===== src/rtl/ram_dma_master.sv =====
// ram_dma_master: sole initiator on the byte RAM port. Performs block COPY
// (src -> dst) or FILL (constant byte) of len elements, one byte per RAM
// location, confirming every write through the RAM's write_okay toggle.
// Optional feature: define RAM_DMA_VERIFY_EN to add a read-back VERIFY state
// after every acknowledged write.
module ram_dma_master #(
  parameter int ADDR_W      = 32,
  parameter int ADDR_STRIDE = 4,
  parameter int LEN_W       = 16,
  parameter int ACK_TIMEOUT = 15
) (
  input  logic              clk,
  input  logic              rst,
  input  logic              start_i,
  input  logic              mode_i,
  input  logic [ADDR_W-1:0] src_addr_i,
  input  logic [ADDR_W-1:0] dst_addr_i,
  input  logic [LEN_W-1:0]  len_i,
  input  logic [7:0]        fill_i,
  output logic              busy_o,
  output logic              done_o,
  output logic              err_o,
  output logic              ram_en_o,
  output logic              ram_we_o,
  output logic [ADDR_W-1:0] ram_addr_o,
  output logic [7:0]        ram_wdata_o,
  input  logic [7:0]        ram_rdata_i,
  input  logic              ram_wok_i
);

  localparam int CNT_W = $clog2(ACK_TIMEOUT + 1);

  typedef enum logic [2:0] {
    S_IDLE,
    S_RD,
    S_WR,
    S_WAIT_ACK,
    S_VERIFY,
    S_DONE
  } state_t;

  state_t             state_q, state_d;
  logic               mode_q, mode_d;        // 0 = COPY, 1 = FILL
  logic [ADDR_W-1:0]  src_q, src_d;
  logic [ADDR_W-1:0]  dst_q, dst_d;
  logic [LEN_W-1:0]   rem_q, rem_d;
  logic [7:0]         fill_q, fill_d;
  logic [CNT_W-1:0]   cnt_q, cnt_d;
  logic               wok_ref_q;
  logic               err_d;
  logic               advance;
  logic               en_d, we_d, busy_d, done_d;
  logic [ADDR_W-1:0]  addr_d;
  logic [7:0]         wdata_d;

  // Next-state, next-config and next-value of every registered RAM output.
  always_comb begin
    // NOTE: every signal gets a default first so no path through the case
    // leaves one unassigned; that is what keeps this block free of latches.
    state_d = state_q;
    mode_d  = mode_q;
    src_d   = src_q;
    dst_d   = dst_q;
    rem_d   = rem_q;
    fill_d  = fill_q;
    cnt_d   = cnt_q;
    err_d   = err_o;
    advance = 1'b0;

    case (state_q)
      S_IDLE: begin
        if (start_i) begin
          mode_d = mode_i;
          src_d  = src_addr_i;
          dst_d  = dst_addr_i;
          rem_d  = len_i;
          fill_d = fill_i;
          err_d  = 1'b0;
          if (len_i == '0) state_d = S_DONE;
          else             state_d = mode_i ? S_WR : S_RD;
        end
      end
      S_RD: state_d = S_WR;
      S_WR: begin
        cnt_d   = '0;
        state_d = S_WAIT_ACK;
      end
      S_WAIT_ACK: begin
        if (ram_wok_i != wok_ref_q) begin
`ifdef RAM_DMA_VERIFY_EN
          state_d = S_VERIFY;
`else
          advance = 1'b1;
`endif
        end else if (cnt_q == CNT_W'(ACK_TIMEOUT - 1)) begin
          // Abort: remaining bytes are left untouched.
          err_d   = 1'b1;
          state_d = S_DONE;
        end else begin
          cnt_d = cnt_q + CNT_W'(1);
        end
      end
`ifdef RAM_DMA_VERIFY_EN
      S_VERIFY: begin
        // ram_wdata_o still holds the byte that was just written.
        if (ram_rdata_i != ram_wdata_o) begin
          err_d   = 1'b1;
          state_d = S_DONE;
        end else begin
          advance = 1'b1;
        end
      end
`endif
      S_DONE:  state_d = S_IDLE;
      default: state_d = S_IDLE;
    endcase

    // Element finished: step both pointers (silent wrap) and the count.
    if (advance) begin
      src_d = src_q + ADDR_W'(ADDR_STRIDE);
      dst_d = dst_q + ADDR_W'(ADDR_STRIDE);
      rem_d = rem_q - LEN_W'(1);
      if (rem_q == LEN_W'(1)) state_d = S_DONE;
      else                    state_d = mode_q ? S_WR : S_RD;
    end

    // RAM outputs are registered, so they are derived from the next state.
    en_d    = (state_d == S_RD) || (state_d == S_WR) || (state_d == S_VERIFY);
    we_d    = (state_d == S_WR);
    busy_d  = (state_d != S_IDLE) && (state_d != S_DONE);
    done_d  = (state_d == S_DONE);
    addr_d  = ram_addr_o;
    if (state_d == S_RD)                            addr_d = src_d;
    else if (state_d == S_WR || state_d == S_VERIFY) addr_d = dst_d;
    wdata_d = ram_wdata_o;
    if (state_d == S_WR) wdata_d = mode_d ? fill_d : ram_rdata_i;
  end

  // State, configuration and registered outputs; synchronous reset aborts.
  always_ff @(posedge clk) begin
    // NOTE: reset clears only these control/datapath registers; there is no
    // memory array here that would need (or want) a reset.
    if (rst) begin
      state_q     <= S_IDLE;
      mode_q      <= 1'b0;
      src_q       <= '0;
      dst_q       <= '0;
      rem_q       <= '0;
      fill_q      <= '0;
      cnt_q       <= '0;
      wok_ref_q   <= 1'b0;
      err_o       <= 1'b0;
      busy_o      <= 1'b0;
      done_o      <= 1'b0;
      ram_en_o    <= 1'b0;
      ram_we_o    <= 1'b0;
      ram_addr_o  <= '0;
      ram_wdata_o <= '0;
    end else begin
      // NOTE: non-blocking assignments so every register updates from the
      // same pre-edge values regardless of statement order.
      state_q     <= state_d;
      mode_q      <= mode_d;
      src_q       <= src_d;
      dst_q       <= dst_d;
      rem_q       <= rem_d;
      fill_q      <= fill_d;
      cnt_q       <= cnt_d;
      if (state_q == S_WR) wok_ref_q <= ram_wok_i;
      err_o       <= err_d;
      busy_o      <= busy_d;
      done_o      <= done_d;
      ram_en_o    <= en_d;
      ram_we_o    <= we_d;
      ram_addr_o  <= addr_d;
      ram_wdata_o <= wdata_d;
    end
  end

endmodule


===== config.mk =====
export PLATFORM = sky130hd
export DESIGN_NAME = ram_dma_master
export DESIGN_NICKNAME = d
export VERILOG_FILES = /design/src/rtl/ram_dma_master.sv
export SDC_FILE = /design/constraint.sdc
export NUM_CORES = 1
export LEC_CHECK = 0
export BUFFER_PORTS_ARGS = -buffer_cell sky130_fd_sc_hd__buf_2
export CAP_MARGIN = 20
export CORE_MARGIN = 5
export CORE_UTILIZATION = 60
export CTS_CLUSTER_SIZE = 25
export DETAILED_ROUTE_END_ITERATION = 16
export PLACE_DENSITY_LB_ADDON = 0.15
export SETUP_SLACK_MARGIN = 0.15
export SLEW_MARGIN = 0
export SYNTH_ARGS = -nofsm -noshare
export SYNTH_HDL_FRONTEND = slang
export SYNTH_SLANG_ARGS = --single-unit

===== constraint.sdc =====
create_clock -name clk -period 6.6 [get_ports clk]
set_clock_uncertainty 0.05 [all_clocks]
set_input_delay 0.99 -clock clk [delete_from_list [all_inputs] [get_ports clk]]
set_output_delay 0.99 -clock clk [all_outputs]
set_load 0.02 [all_outputs]

==> results of run 1 <==
[layout by cell type (no fill, tap or decap), types with 9 or more instances in the layout]
cell,n
mux2i_1,32
clkbuf_16,17
nand4_1,21
o21ai_0,49
a221oi_1,19
a31oi_1,22
and4_1,9
dfxtp_1,142
buf_2,144
nor2_1,128
and3_1,10
inv_1,16
nor3_1,22
o211ai_1,18
and2_1,14
nand3_1,24
nor4_1,15
a21oi_1,58
nand2_1,95
[per-layer routing]
metal	GRT usage, %	routed length [um]	vias up
met4	10.4	558	0
li1	-	-	3621
met3	6.29	2030	35
met2	47.4	10200	380
met5	0	0	-
met1	41.2	9500	3552
[cells in the mapped netlist, types with 4 or more instances]
library cell | instances | area share (%)
a21oi_1 | 59 | 4.0
a22oi_1 | 4 | 0.40
o21a_1 | 8 | 0.81
a21o_1 | 5 | 0.50
a31oi_1 | 22 | 1.8
o311ai_0 | 5 | 0.59
nor4_1 | 15 | 1.3
mux2i_1 | 32 | 4.3
o31ai_1 | 6 | 0.60
buf_1 | 8 | 0.40
a211o_1 | 4 | 0.47
or3_1 | 5 | 0.42
buf_2 | 16 | 1.1
nor2_1 | 129 | 6.5
a211oi_1 | 8 | 0.81
o21ai_0 | 49 | 3.3
o311a_1 | 6 | 0.81
o21ai_1 | 5 | 0.34
dfxtp_1 | 142 | 38
o211ai_1 | 18 | 1.8
clkbuf_1 | 33 | 1.7
a32oi_1 | 4 | 0.47
and3_1 | 10 | 0.84
nor3_1 | 23 | 1.5
or2_2 | 6 | 0.50
ha_1 | 6 | 1.0
or4_1 | 6 | 0.60
inv_1 | 16 | 0.81
a221oi_1 | 19 | 2.2
nand2b_1 | 7 | 0.59
nand3_1 | 24 | 1.6
and2_1 | 14 | 1.2
a41oi_1 | 4 | 0.47
nand4_1 | 21 | 1.8
o22ai_2 | 6 | 1.0
nand2_1 | 95 | 4.8
and4_1 | 9 | 1.1
[registers in the layout, summed over array words and instances (netlist names), 3 cells and up]
name / cells
cnt_q: 4
dst_q: 32
fill_q: 8
ram_addr_o: 32
ram_wdata_o: 8
rem_q: 16
src_q: 32
state_q: 3
[critical path, cell delays in order]
cell	delay, ns
buf_2	0.13
xor2_2	0.45
nand2_2	0.10
buf_4	0.37
nand2_1	0.70
o21ai_0	0.20
a222oi_1	0.44
a211oi_1	0.18
o21a_1	0.22
[layout make-up]
type                    instances  area share, %
clock inverters                12           1.54
multi-input cells             695           48.8
flip-flops and latches        142           32.4
clock buffers                  20           5.32
inverters                      16          0.684
well taps                     168           2.39
repair buffers                152           8.89
[worst paths after layout]
| path | start | to | cells past startpoint |
|---|---|---|---|
| setup / recovery | ram_wok_i | ram_addr_o[12] | 9 |
| hold reg to reg | ram_addr_o[0] | ram_addr_o[0] | 2 |
| hold / removal | ram_addr_o[0] | ram_addr_o[0] | 2 |
| setup reg to reg | state_q[0] | ram_addr_o[12] | 8 |
[where the power goes]
part | leakage (nW) | internal [mW] | switching (mW)
clock network | 0.285 | 0.588 | 0.381
registers | 1.16 | 0.942 | 0.0743
logic | 2.09 | 0.206 | 0.348
total | 3.54 | 1.74 | 0.804
[stage by stage]
stage	instances	power [mW]	hold slack [ns]	cell area, um2
3_5_place_dp	1173	1.57	0.413	8180
3_3_place_gp	1173	1.56	0.404	8180
6_report	1205	2.54	0.421	8780
2_1_floorplan	915	1.40	0.395	7450
5_1_grt	1205	2.64	0.436	8780
4_1_cts	1205	2.54	0.424	8780
[kinds of logic after synthesis]
| group | after synthesis |
|---|---|
| AND/OR/NAND/NOR | 393 |
| AO/OA/AOI/OAI | 254 |
| flip-flops | 142 |
| buffers and inverters | 78 |
| multiplexers | 36 |
| XOR/XNOR | 6 |
| adder cells (fa/ha/maj) | 6 |
==> metrics.md, run 1 <==
| Metric | Value |
|---|---|
| 1st-iter DRT viols | `about 1000` |
| Slew @ Worst Pin | `1.05 ns` |
| Max Slew Vio Count | `0` |
| Setup crit start kind | `primary input` |
| Cts hold-fix bufs | `0` |
| Setup WS pre-CTS | `2.79 ns` |
| Status | `finished, final reports clean` |
| Routed Antenna Nets | `0` |
| Synthesized area per cell | `8.14 um2` |
| Post-Route Utilization | `roughly 72%` |
| CTS tree | `built` |
| Period utilization | `54.0%` |
| Post-synthesis adder-cell area fraction | `roughly 1%` |
| Power per cell area | `about 290 mW/mm2` |
| Max-slew headroom | `30.1%` |
| Mux cell area share after synthesis | `around 5.1%` |
| Crit path max fanout | `about 70` |
| Die Y | `121 um` |
| Ys flop type | `dfxtp_1` |
| Clock insertion delay at the later pin of the skew report | `roughly 0.42 ns` |
| Residual DRC | `0` |
| Row Count | `40` |
| Post-CTS Resized | `0` |
| Leak pwr | `about 3.5 nW` |
| First-pass GRT wire length | `35.5 mm` |
| Wire per inst | `18.5 um` |
| Post-synth EDFFs | `0` |
| Die ar. | `between 0.01 and 0.015 mm2` |
| Fin Setup TNS | `0 ns` |
| Longest Clk Path Bufs | `2` |
| Setup violations, final | `0` |
| Sequential element share of the synthesized area | `38.2%` |
| Starting Density | `around 61%` |
| Total gr overflow | `0` |
| Flops & latches, synth | `142` |
| Vias per cell | `6.30` |
| Post-Syn Instances | `915` |
| Nets | `roughly 1100` |
| Final worst slack | `3.04 ns` |
| Final hold vios | `0` |
| Routability cong. | `a little over 0.9` |
| Area of the multi-input gates | `0.00428 mm2` |
| Final min period | `around 3.6 ns` |
| XOR/XNOR share of the synthesized area | `0.807%` |
| Largest family of logic cells by synthesized area | `simple AND/OR/NAND/NOR gates` |
| Register Area | `0.00284 mm2` |
| First-pass iteration count of the detailed router | `6` |
| Pin count of the biggest net entering global routing | `just over 80` |
| Synth Area in Compound Gates | `23.5%` |
| CTS clk-pin slew, worst paths | `0.06 ns` |
| Clock sinks | `142` |
| # diodes | `0` |
| Total Routing Usage GR | `30.2%` |
| Fill cells | `1004` |
| Total length of routed wires | `22.3 mm` |
| Top-Level Pins | `146` |
| Syn_nets | `between 1000 and 1500` |
| Count of buffers from port buffering | `145` |
| CTS Buf Count | `17` |
| Core area | `0.0121 mm2` |
| Critical path required time | `6.86 ns` |
| Htree depth | `4` |
| RSZ-0062 raised after global routing | `false` |
| Cell area after synthesis | `about 0.0074 mm2` |
| Post-DP HPWL | `approximately 15 mm` |
| Vias in the first global route | `6986` |
| CP Capture Type | `flip-flop` |
| Critical path class | `in -> reg` |
| YS warnings | `0` |
| Layout cells sized above 1 | `roughly 22%` |
| Distinct cells, synth | `75` |
| Setup bufs post-CTS | `0` |
| CP arrival | `3.82 ns` |
| Max-cap viol count | `0` |
| Worst vdd ir | `0.000191 V` |
| Post-synth ARST share | `0%` |
| Simple-Gate Fraction of Synth Area | `~27%` |
| Vias | `roughly 7600` |
| Chip width | `121 um` |
| Root Buffer | `clkbuf_16` |
| P&R area growth vs syn | `17.9%` |
| R2r setup slk | `3.20 ns` |
| Initial antenna violation count | `0` |
| FMAX | `281 MHz` |
| HP Class | `reg -> reg` |
(Power assumes the default switching activity.)
==> run 2: changes to the inputs <==
--- a/config.mk
+++ b/config.mk
@@ -5,10 +5,11 @@
 export SDC_FILE = /design/constraint.sdc
 export NUM_CORES = 1
 export LEC_CHECK = 0
+export ABC_AREA = 1
 export BUFFER_PORTS_ARGS = -buffer_cell sky130_fd_sc_hd__buf_2
 export CAP_MARGIN = 20
 export CORE_MARGIN = 5
-export CORE_UTILIZATION = 60
+export CORE_UTILIZATION = 52
 export CTS_CLUSTER_SIZE = 25
 export DETAILED_ROUTE_END_ITERATION = 16
 export PLACE_DENSITY_LB_ADDON = 0.15
==> constraint.sdc (replaced) <==
create_clock -name clk -period 3.2 [get_ports clk]
set_clock_uncertainty 0.05 [all_clocks]
set_input_delay 0.48 -clock clk [delete_from_list [all_inputs] [get_ports clk]]
set_output_delay 0.48 -clock clk [all_outputs]
set_load 0.02 [all_outputs]
==> run 2 against run 1 <==
Effect of this change:
- final area up 13%
- synthesized cell count increased by 50%
- sequential share of layout area decreased by 3.8 points
- worst hold slack worse by 0.16 ns
- non-clock buffer count rose by 8
- cell count is 43% higher
- worst setup slack lost 2.6 ns
- sequential power rose by 120%
- critical endpoint is now ram_addr_o[17]
- highest routed layer unchanged
==> metrics.md, run 2 <==
| Metric | Value |
|---|---|
| Final min period | `2.74 ns` |
| RSZ-0062 raised after global routing | `false` |
| Vias per cell | `5.34 (-15%)` |
| Post-DP HPWL | `19.2 mm (+29%)` |
| Worst vdd ir | `0.000397 V (+110%)` |
| Syn_nets | `1478 (+45%)` |
| Count of buffers from port buffering | `145 (unchanged)` |
| Routed Antenna Nets | `0 (unchanged)` |
| Die Y | `138 um (+14%)` |
| Top-Level Pins | `146 (unchanged)` |
| Core area | `0.0159 mm2 (+32%)` |
| Total gr overflow | `0 (unchanged)` |
| Largest cells by area after synthesis | `dfxtp_1 33%, nand2_1 19%, nor2_1 10%, inv_1 5.2%, a21oi_1 4.1%` |
| Total power | `6.24 mW (+150%)` |
| Dpl cells | `1687 (+44%)` |
| Fin cells | `1719 (+43%)` |
| 1st-iter DRT viols | `769 (-23%)` |
| Critical path class | `reg -> reg` |
| Clock sinks | `142 (unchanged)` |
| Routability cong. | `0.935 (+0.87%)` |
| Leak pwr | `4.63 nW (+31%)` |
| Nets | `1597 (+41%)` |
| Starting Density | `53.3% (-8.2 points)` |
| # diodes | `0 (unchanged)` |
| Root Buffer | `clkbuf_16` |
| Longest Clk Path Bufs | `2 (unchanged)` |
| Setup WS pre-CTS | `0.383 ns (-2.41 ns)` |
| Synth area leader | `dfxtp_1` |
| Largest regs | `dst_q (32), ram_addr_o (32), src_q (32)` |
| Wire per inst | `15.4 um (-17%)` |
| CTS Buf Count | `17 (unchanged)` |
| Htree depth | `4 (unchanged)` |
| CP Capture Type | `flip-flop` |
| Layout cells sized above 1 | `14.5% (-7.0 points)` |
| Synthesized area per cell | `6.19 um2 (-24%)` |
| Total Routing Usage GR | `28.0% (-2.3 points)` |
| FF-to-FF Start | `state_q[2]` |
| Final worst slack | `0.459 ns (-2.58 ns)` |
| Final hold vios | `0 (unchanged)` |
| Fin Setup TNS | `0 ns (unchanged)` |
| Ys flop type | `dfxtp_1` |
| Cell area after synthesis | `0.00849 mm2 (+14%)` |
| Row Count | `46 (+15%)` |
| Clock insertion delay at the later pin of the skew report | `0.43 ns (about the same)` |
| Die ar. | `0.0190 mm2 (+29%)` |
| Met2 WL | `11.0 mm (+7.1%)` |
| Slew @ Worst Pin | `1.07 ns (+0.0193 ns)` |
| Vias in the first global route | `8071 (+16%)` |
| Hold Startpoint | `len_i[8]` |
| Max-cap viol count | `0 (unchanged)` |
| Pin count of the biggest net entering global routing | `92 (+11%)` |
| Distinct cells, synth | `36 (-52%)` |
| Post-Syn Instances | `1371 (+50%)` |
| Most frequent cells in the layout | `435 x nand2_1, 232 x nor2_1, 145 x buf_2` |
| Max Slew Vio Count | `0 (unchanged)` |
| CP arrival | `3.05 ns (-0.77 ns)` |
| Vias | `9178 (+21%)` |
| First-pass iteration count of the detailed router | `5 (-1)` |
| P&R area growth vs syn | `17.2%` |
| Met3 wire len | `2.56 mm (+26%)` |
| Crit path max fanout | `33 (-51%)` |
| M1 wire length | `12.5 mm (+32%)` |
| Status | `finished, final reports clean` |
| Flops & latches, synth | `142 (unchanged)` |
| CP startpoint | `state_q[2]` |
| Top-count cell post-synth | `nand2_1` |
| Period utilization | `85.7%` |
| CTS tree | `built` |
| Critical path required time | `3.51 ns (-3.35 ns)` |
| First-pass GRT wire length | `41.6 mm (+17%)` |
| Power per cell area | `627 mW/mm2 (+120%)` |
| Total length of routed wires | `26.5 mm (+19%)` |
| Setup bufs post-CTS | `0 (unchanged)` |
| CTS clk-pin slew, worst paths | `0.07 ns (about the same)` |
| HP Class | `in -> reg` |
| Initial antenna violation count | `0 (unchanged)` |
| Max-slew headroom | `29.0% (-1.1 points)` |
| Cts hold-fix bufs | `0 (unchanged)` |
| Post-synth ARST share | `0% (unchanged)` |
| Top Layer Used | `met4` |
| Chip width | `138 um (+14%)` |
| Commonest cells post-synth | `435 x nand2_1, 232 x nor2_1, 142 x dfxtp_1` |
| Residual DRC | `0 (unchanged)` |
| Post-CTS Resized | `0 (unchanged)` |
| FMAX | `between 300 and 400 MHz` |
| Commonest non-fill, non-tap cell in the layout | `nand2_1` |
| Top-area cell type share of the netlist area | `33.5% (-4.7 points)` |
| Setup crit start kind | `flip-flop` |
| Setup violations, final | `0 (unchanged)` |
| Hold WS | `0.261 ns (-0.160 ns)` |
| YS warnings | `0 (unchanged)` |
| Sequential element share of the synthesized area | `33.5% (-4.7 points)` |
| Post-synth EDFFs | `0 (unchanged)` |
==> run 2: cell types whose count changed after synthesis, moves of 13 or more <==
| cell | before | now |
|---|---|---|
| a221oi_1 | 19 | 3 |
| a22oi_1 | 4 | 44 |
| and2_1 | 14 | 0 |
| inv_1 | 16 | 117 |
| mux2i_1 | 32 | 0 |
| nand2_1 | 95 | 435 |
| nand3_1 | 24 | 63 |
| nand3b_1 | 2 | 46 |
| nand4_1 | 21 | 4 |
| nor2_1 | 129 | 232 |
| nor4_1 | 15 | 1 |
| o211ai_1 | 18 | 5 |
| xor2_1 | 2 | 24 |
==> run 2: final timing paths <==
kind	cells past startpoint	to	slack (ns)
worst min register to register	2	ram_wdata_o[1]	0.39
worst max register to register	13	ram_addr_o[17]	0.46
worst max-delay path	13	ram_addr_o[17]	0.46
worst min-delay path	3	rem_q[8]	0.26
==> run 2: through the flow <==
stage | util (%) | area [um2]
after global placement | 58.6 | 9350
after global routing | 62.4 | 9950
after CTS | 62.4 | 9950
after floorplan | - | 8490
final | 62.4 | 9950
after detailed placement | 58.6 | 9350
==> run 2: kinds of logic after synthesis <==
| family | share of synthesized area, % |
|---|---|
| compound gates | 13.9 |
| xor+xnor | 2.87 |
| fa+ha+maj | 0.884 |
| buf+inv | 8.59 |
| flops | 33.5 |
| simple gates | 40.3 |
==> run 2: worst max-delay path, stage by stage, from the launching register on <==
cell,delay [ns]
dfxtp_1,0.31
inv_2,0.10
nand2_1,0.09
nor2_1,0.12
nand2_1,0.30
o21ai_1,0.29
nor2_1,0.06
nand2_1,0.09
inv_2,0.05
nand2_4,0.32
nand2_1,0.15
inv_2,0.48
nor2_1,0.12
nor2_1,0.13
==> run 2: area by class of cell <==
class | count | area, um2
clock inverters | 13 | 164
multi-input cells | 1046 | 4920
clock buffers | 19 | 443
repair buffers | 160 | 851
inverters | 123 | 462
well taps | 216 | 270
flip-flops and latches | 142 | 2840
fillers | 1565 | 5990
==> run 2: routing by layer <==
metal / global-route usage (%) / up-vias
met5: 0 / -
met4: 6.81 / 0
met3: 6.03 / 38
met2: 40.9 / 383
met1: 41.7 / 4106
li1: - / 4651
==> run 2: where the power goes <==
| group | leakage, nW | internal [mW] | switching, mW |
|---|---|---|---|
| registers | 1.17 | 2.04 | 0.188 |
| clock network | 0.294 | 1.25 | 0.807 |
| logic | 3.17 | 0.670 | 1.29 |
| total | 4.63 | 3.96 | 2.28 |
==> run 3: changes to the inputs <==
--- a/config.mk
+++ b/config.mk
@@ -9,7 +9,7 @@
 export BUFFER_PORTS_ARGS = -buffer_cell sky130_fd_sc_hd__buf_2
 export CAP_MARGIN = 20
 export CORE_MARGIN = 5
-export CORE_UTILIZATION = 52
+export CORE_UTILIZATION = 60
 export CTS_CLUSTER_SIZE = 25
 export DETAILED_ROUTE_END_ITERATION = 16
 export PLACE_DENSITY_LB_ADDON = 0.15
==> constraint.sdc (replaced) <==
create_clock -name clk -period 3.32 [get_ports clk]
set_clock_uncertainty 0.05 [all_clocks]
set_input_delay 0.498 -clock clk [delete_from_list [all_inputs] [get_ports clk]]
set_output_delay 0.498 -clock clk [all_outputs]
set_load 0.02 [all_outputs]
==> run 3 against run 2 <==
Effect of this change:
- sequential share of layout area increased by 0.16 points
- worst setup slack improved by 0.45 ns
- critical path depth unchanged
- combinational power decreased by 4%
- largest cell class unchanged
- total power decreased by 5.5%
- non-clock buffer count unchanged
- first-iteration DRC count increased by 13%
- critical path type unchanged
- sequential power decreased by 4%
- final area decreased by 0.54%
==> metrics.md, run 3 (synthesis gave the netlist of run 2 again) <==
| Metric | Value |
|---|---|
| Status | `finished, final reports clean` |
| CP most frequent cell | `nand2_1` |
| Total Routing Usage GR | `31.0% (+3.1 points)` |
| CTS Buf Count | `17 (unchanged)` |
| R2r setup slk | `0.91 ns (+0.45 ns)` |
| Reg-to-Reg End | `ram_addr_o[30]` |
| Die ar. | `0.0166 mm2 (-12%)` |
| Total length of routed wires | `25.8 mm (-2.7%)` |
| Worst path max stage delay | `0.41 ns (-0.07 ns)` |
| Top-Level Pins | `146 (unchanged)` |
| Comb power frac | `31.9% (+0.6 points)` |
| Cells on worst reg2reg path | `13 (unchanged)` |
| Vias per cell | `5.51 (+3.2%)` |
| RSZ-0062 raised after global routing | `false` |
| Max-slew headroom | `29.4% (+0.41 points)` |
| Max Slew Vio Count | `0 (unchanged)` |
| CTS tree | `built` |
| Core area | `0.0139 mm2 (-13%)` |
| Hold WS | `0.281 ns (+0.0196 ns)` |
| Layout cells sized above 1 | `14.5% (unchanged)` |
| Post-DP HPWL | `18.7 mm (-2.8%)` |
| Nets | `1597 (unchanged)` |
| Cts hold-fix bufs | `0 (unchanged)` |
| Clock insertion delay at the later pin of the skew report | `0.43 ns (about the same)` |
| Final worst slack | `0.913 ns (+0.454 ns)` |
| Longest Clk Path Bufs | `2 (unchanged)` |
| Post-CTS Resized | `0 (unchanged)` |
| Setup WS pre-CTS | `0.793 ns (+0.410 ns)` |
| Largest regs | `dst_q (32), ram_addr_o (32), src_q (32)` |
| Setup violations, final | `0 (unchanged)` |
| Pin count of the biggest net entering global routing | `92 (unchanged)` |
| Worst Path Buf+Inv | `1 (-2)` |
| Chip width | `129 um (-6.4%)` |
| Hold Startpoint | `len_i[10]` |
| CTS clk-pin slew, worst paths | `0.06 ns (about the same)` |
| Switching part of the total | `37.4% (+0.90 points)` |
| Setup crit start kind | `flip-flop` |
| First-pass iteration count of the detailed router | `6 (+1)` |
| Vias | `9270 (+1.0%)` |
| Residual DRC | `0 (unchanged)` |
| Power per cell area | `596 mW/mm2 (-5.0%)` |
| Root Buffer | `clkbuf_16` |
| Htree depth | `4 (unchanged)` |
| CP arrival | `2.73 ns (-0.32 ns)` |
| Slowest-stage cell, CP | `dfxtp_1` |
| Die Y | `129 um (-6.4%)` |
| Crit path max fanout | `5 (-85%)` |
| # diodes | `0 (unchanged)` |
| Total gr overflow | `0 (unchanged)` |
| Count of buffers from port buffering | `145 (unchanged)` |
| Starting Density | `61.2% (+7.9 points)` |
| 1st-iter DRT viols | `868 (+13%)` |
| P&R area growth vs syn | `16.6%` |
| Sequential share of power | `36.5% (+0.8 points)` |
| Most frequent cells in the layout | `435 x nand2_1, 232 x nor2_1, 145 x buf_2` |
| Total power | `5.90 mW (-5.5%)` |
| Leak pwr | `4.61 nW (-0.49%)` |
| Max-cap viol count | `0 (unchanged)` |
| Setup bufs post-CTS | `0 (unchanged)` |
| Hold EP | `rem_q[10]` |
| Slew @ Worst Pin | `1.06 ns (-0.00616 ns)` |
| Worst vdd ir | `0.000569 V (+43%)` |
| Wire per inst | `15.3 um (-0.58%)` |
| Final min period | `2.41 ns (-0.334 ns)` |
| HP Class | `in -> reg` |
| FF-to-FF Start | `src_q[2]` |
| Cells along the critical path | `ha_1, nand2_1, nor2_1, inv_1, nor2_1, nand3b_1, nand2_1, nand2_1, nand2_1, nand3_1, nand2_1, nor2_1, nor2_1` |
| Clock network power share | `31.6% (-1.4 points)` |
| Internal | `3.69 mW (-6.8%)` |
| Period utilization | `72.5% (-13 points)` |
| Psw | `2.21 mW (-3.2%)` |
| Critical path required time | `3.64 ns (+0.13 ns)` |
| Fin Setup TNS | `0 ns (unchanged)` |
| FMAX | `415 MHz (+14%)` |
| Routed Antenna Nets | `0 (unchanged)` |
| Row Count | `43 (-6.5%)` |
| Routability cong. | `0.955 (+2.1%)` |
| Initial antenna violation count | `0 (unchanged)` |
| Commonest non-fill, non-tap cell in the layout | `nand2_1` |
| Final hold vios | `0 (unchanged)` |
| Hold Path Depth | `3 (unchanged)` |
| Clock sinks | `142 (unchanged)` |
| Vias in the first global route | `8531 (+5.7%)` |
| First-pass GRT wire length | `41.4 mm (-0.41%)` |
| Critical path class | `reg -> reg` |
| CP Capture Type | `flip-flop` |
| Top delay family on crit path | `simple AND/OR/NAND/NOR gates` |
==> run 3: changes by cell type in the layout (fill, tap and decap cells not counted), sizes merged <==
cell | previous run | this run
bufinv | 3 | 1
clkinvlp | 2 | 6
inv | 125 | 128
clkinv | 6 | 1
==> run 3: worst max-delay path by stage <==
stage               start              to  slack, ns  cells past startpoint
3_3_place_gp    ram_wok_i  ram_addr_o[28]       0.89                     12
4_1_cts        state_q[2]  ram_addr_o[19]       0.96                     13
3_5_place_dp    len_i[15]  ram_addr_o[19]       0.79                     14
6_report         src_q[2]  ram_addr_o[30]       0.91                     13
2_1_floorplan   ram_wok_i   ram_addr_o[0]       1.43                     13
5_1_grt          rem_q[1]  ram_addr_o[16]       0.67                     15
==> run 3: power groups by stage <==
stage	clock (mW)	combinational [mW]	sequential [mW]
after floorplan	0	1.18	2.31
after global placement	0	1.83	2.17
after detailed placement	0	1.85	2.18
after CTS	1.87	1.87	2.14
after global routing	1.96	2.10	2.18
final	1.87	1.88	2.15
==> run 3: stage by stage <==
step | utilization, % | area [um2] | cells
final | 71.3 | 9900 | 1683
after CTS | 71.3 | 9900 | 1683
after global routing | 71.3 | 9900 | 1683
after global placement | 67.2 | 9330 | 1651
after floorplan | - | 8490 | 1371
after detailed placement | 67.2 | 9330 | 1651
==> run 3: metal layers <==
layer  up-vias  global-route usage (%)  part of all wire (%)
met2       449                    48.9                    43
met4         0                    8.89                   2.3
met5         -                       0                     0
met1      4118                    43.2                    44
met3        54                    6.39                    10
li1       4649                       -                     -
==> run 3: layout make-up <==
type / count / area [um2]
Clock buffer: 19 / 443
Clock inverter: 13 / 130
Fill cell: 1289 / 3980
Inverter: 123 / 462
Multi-Input combinational cell: 1046 / 4920
Sequential cell: 142 / 2840
Tap cell: 180 / 225
Timing Repair Buffer: 160 / 876
==> run 3: worst register-to-register path: stages (launching register included) <==
cell,delay [ns]
dfxtp_1,0.41
ha_1,0.28
nand2_1,0.10
nor2_1,0.27
inv_1,0.13
nor2_1,0.32
nand3b_1,0.13
nand2_1,0.08
nand2_1,0.06
nand2_1,0.13
nand3_1,0.15
nand2_1,0.11
nor2_1,0.04
nor2_1,0.09
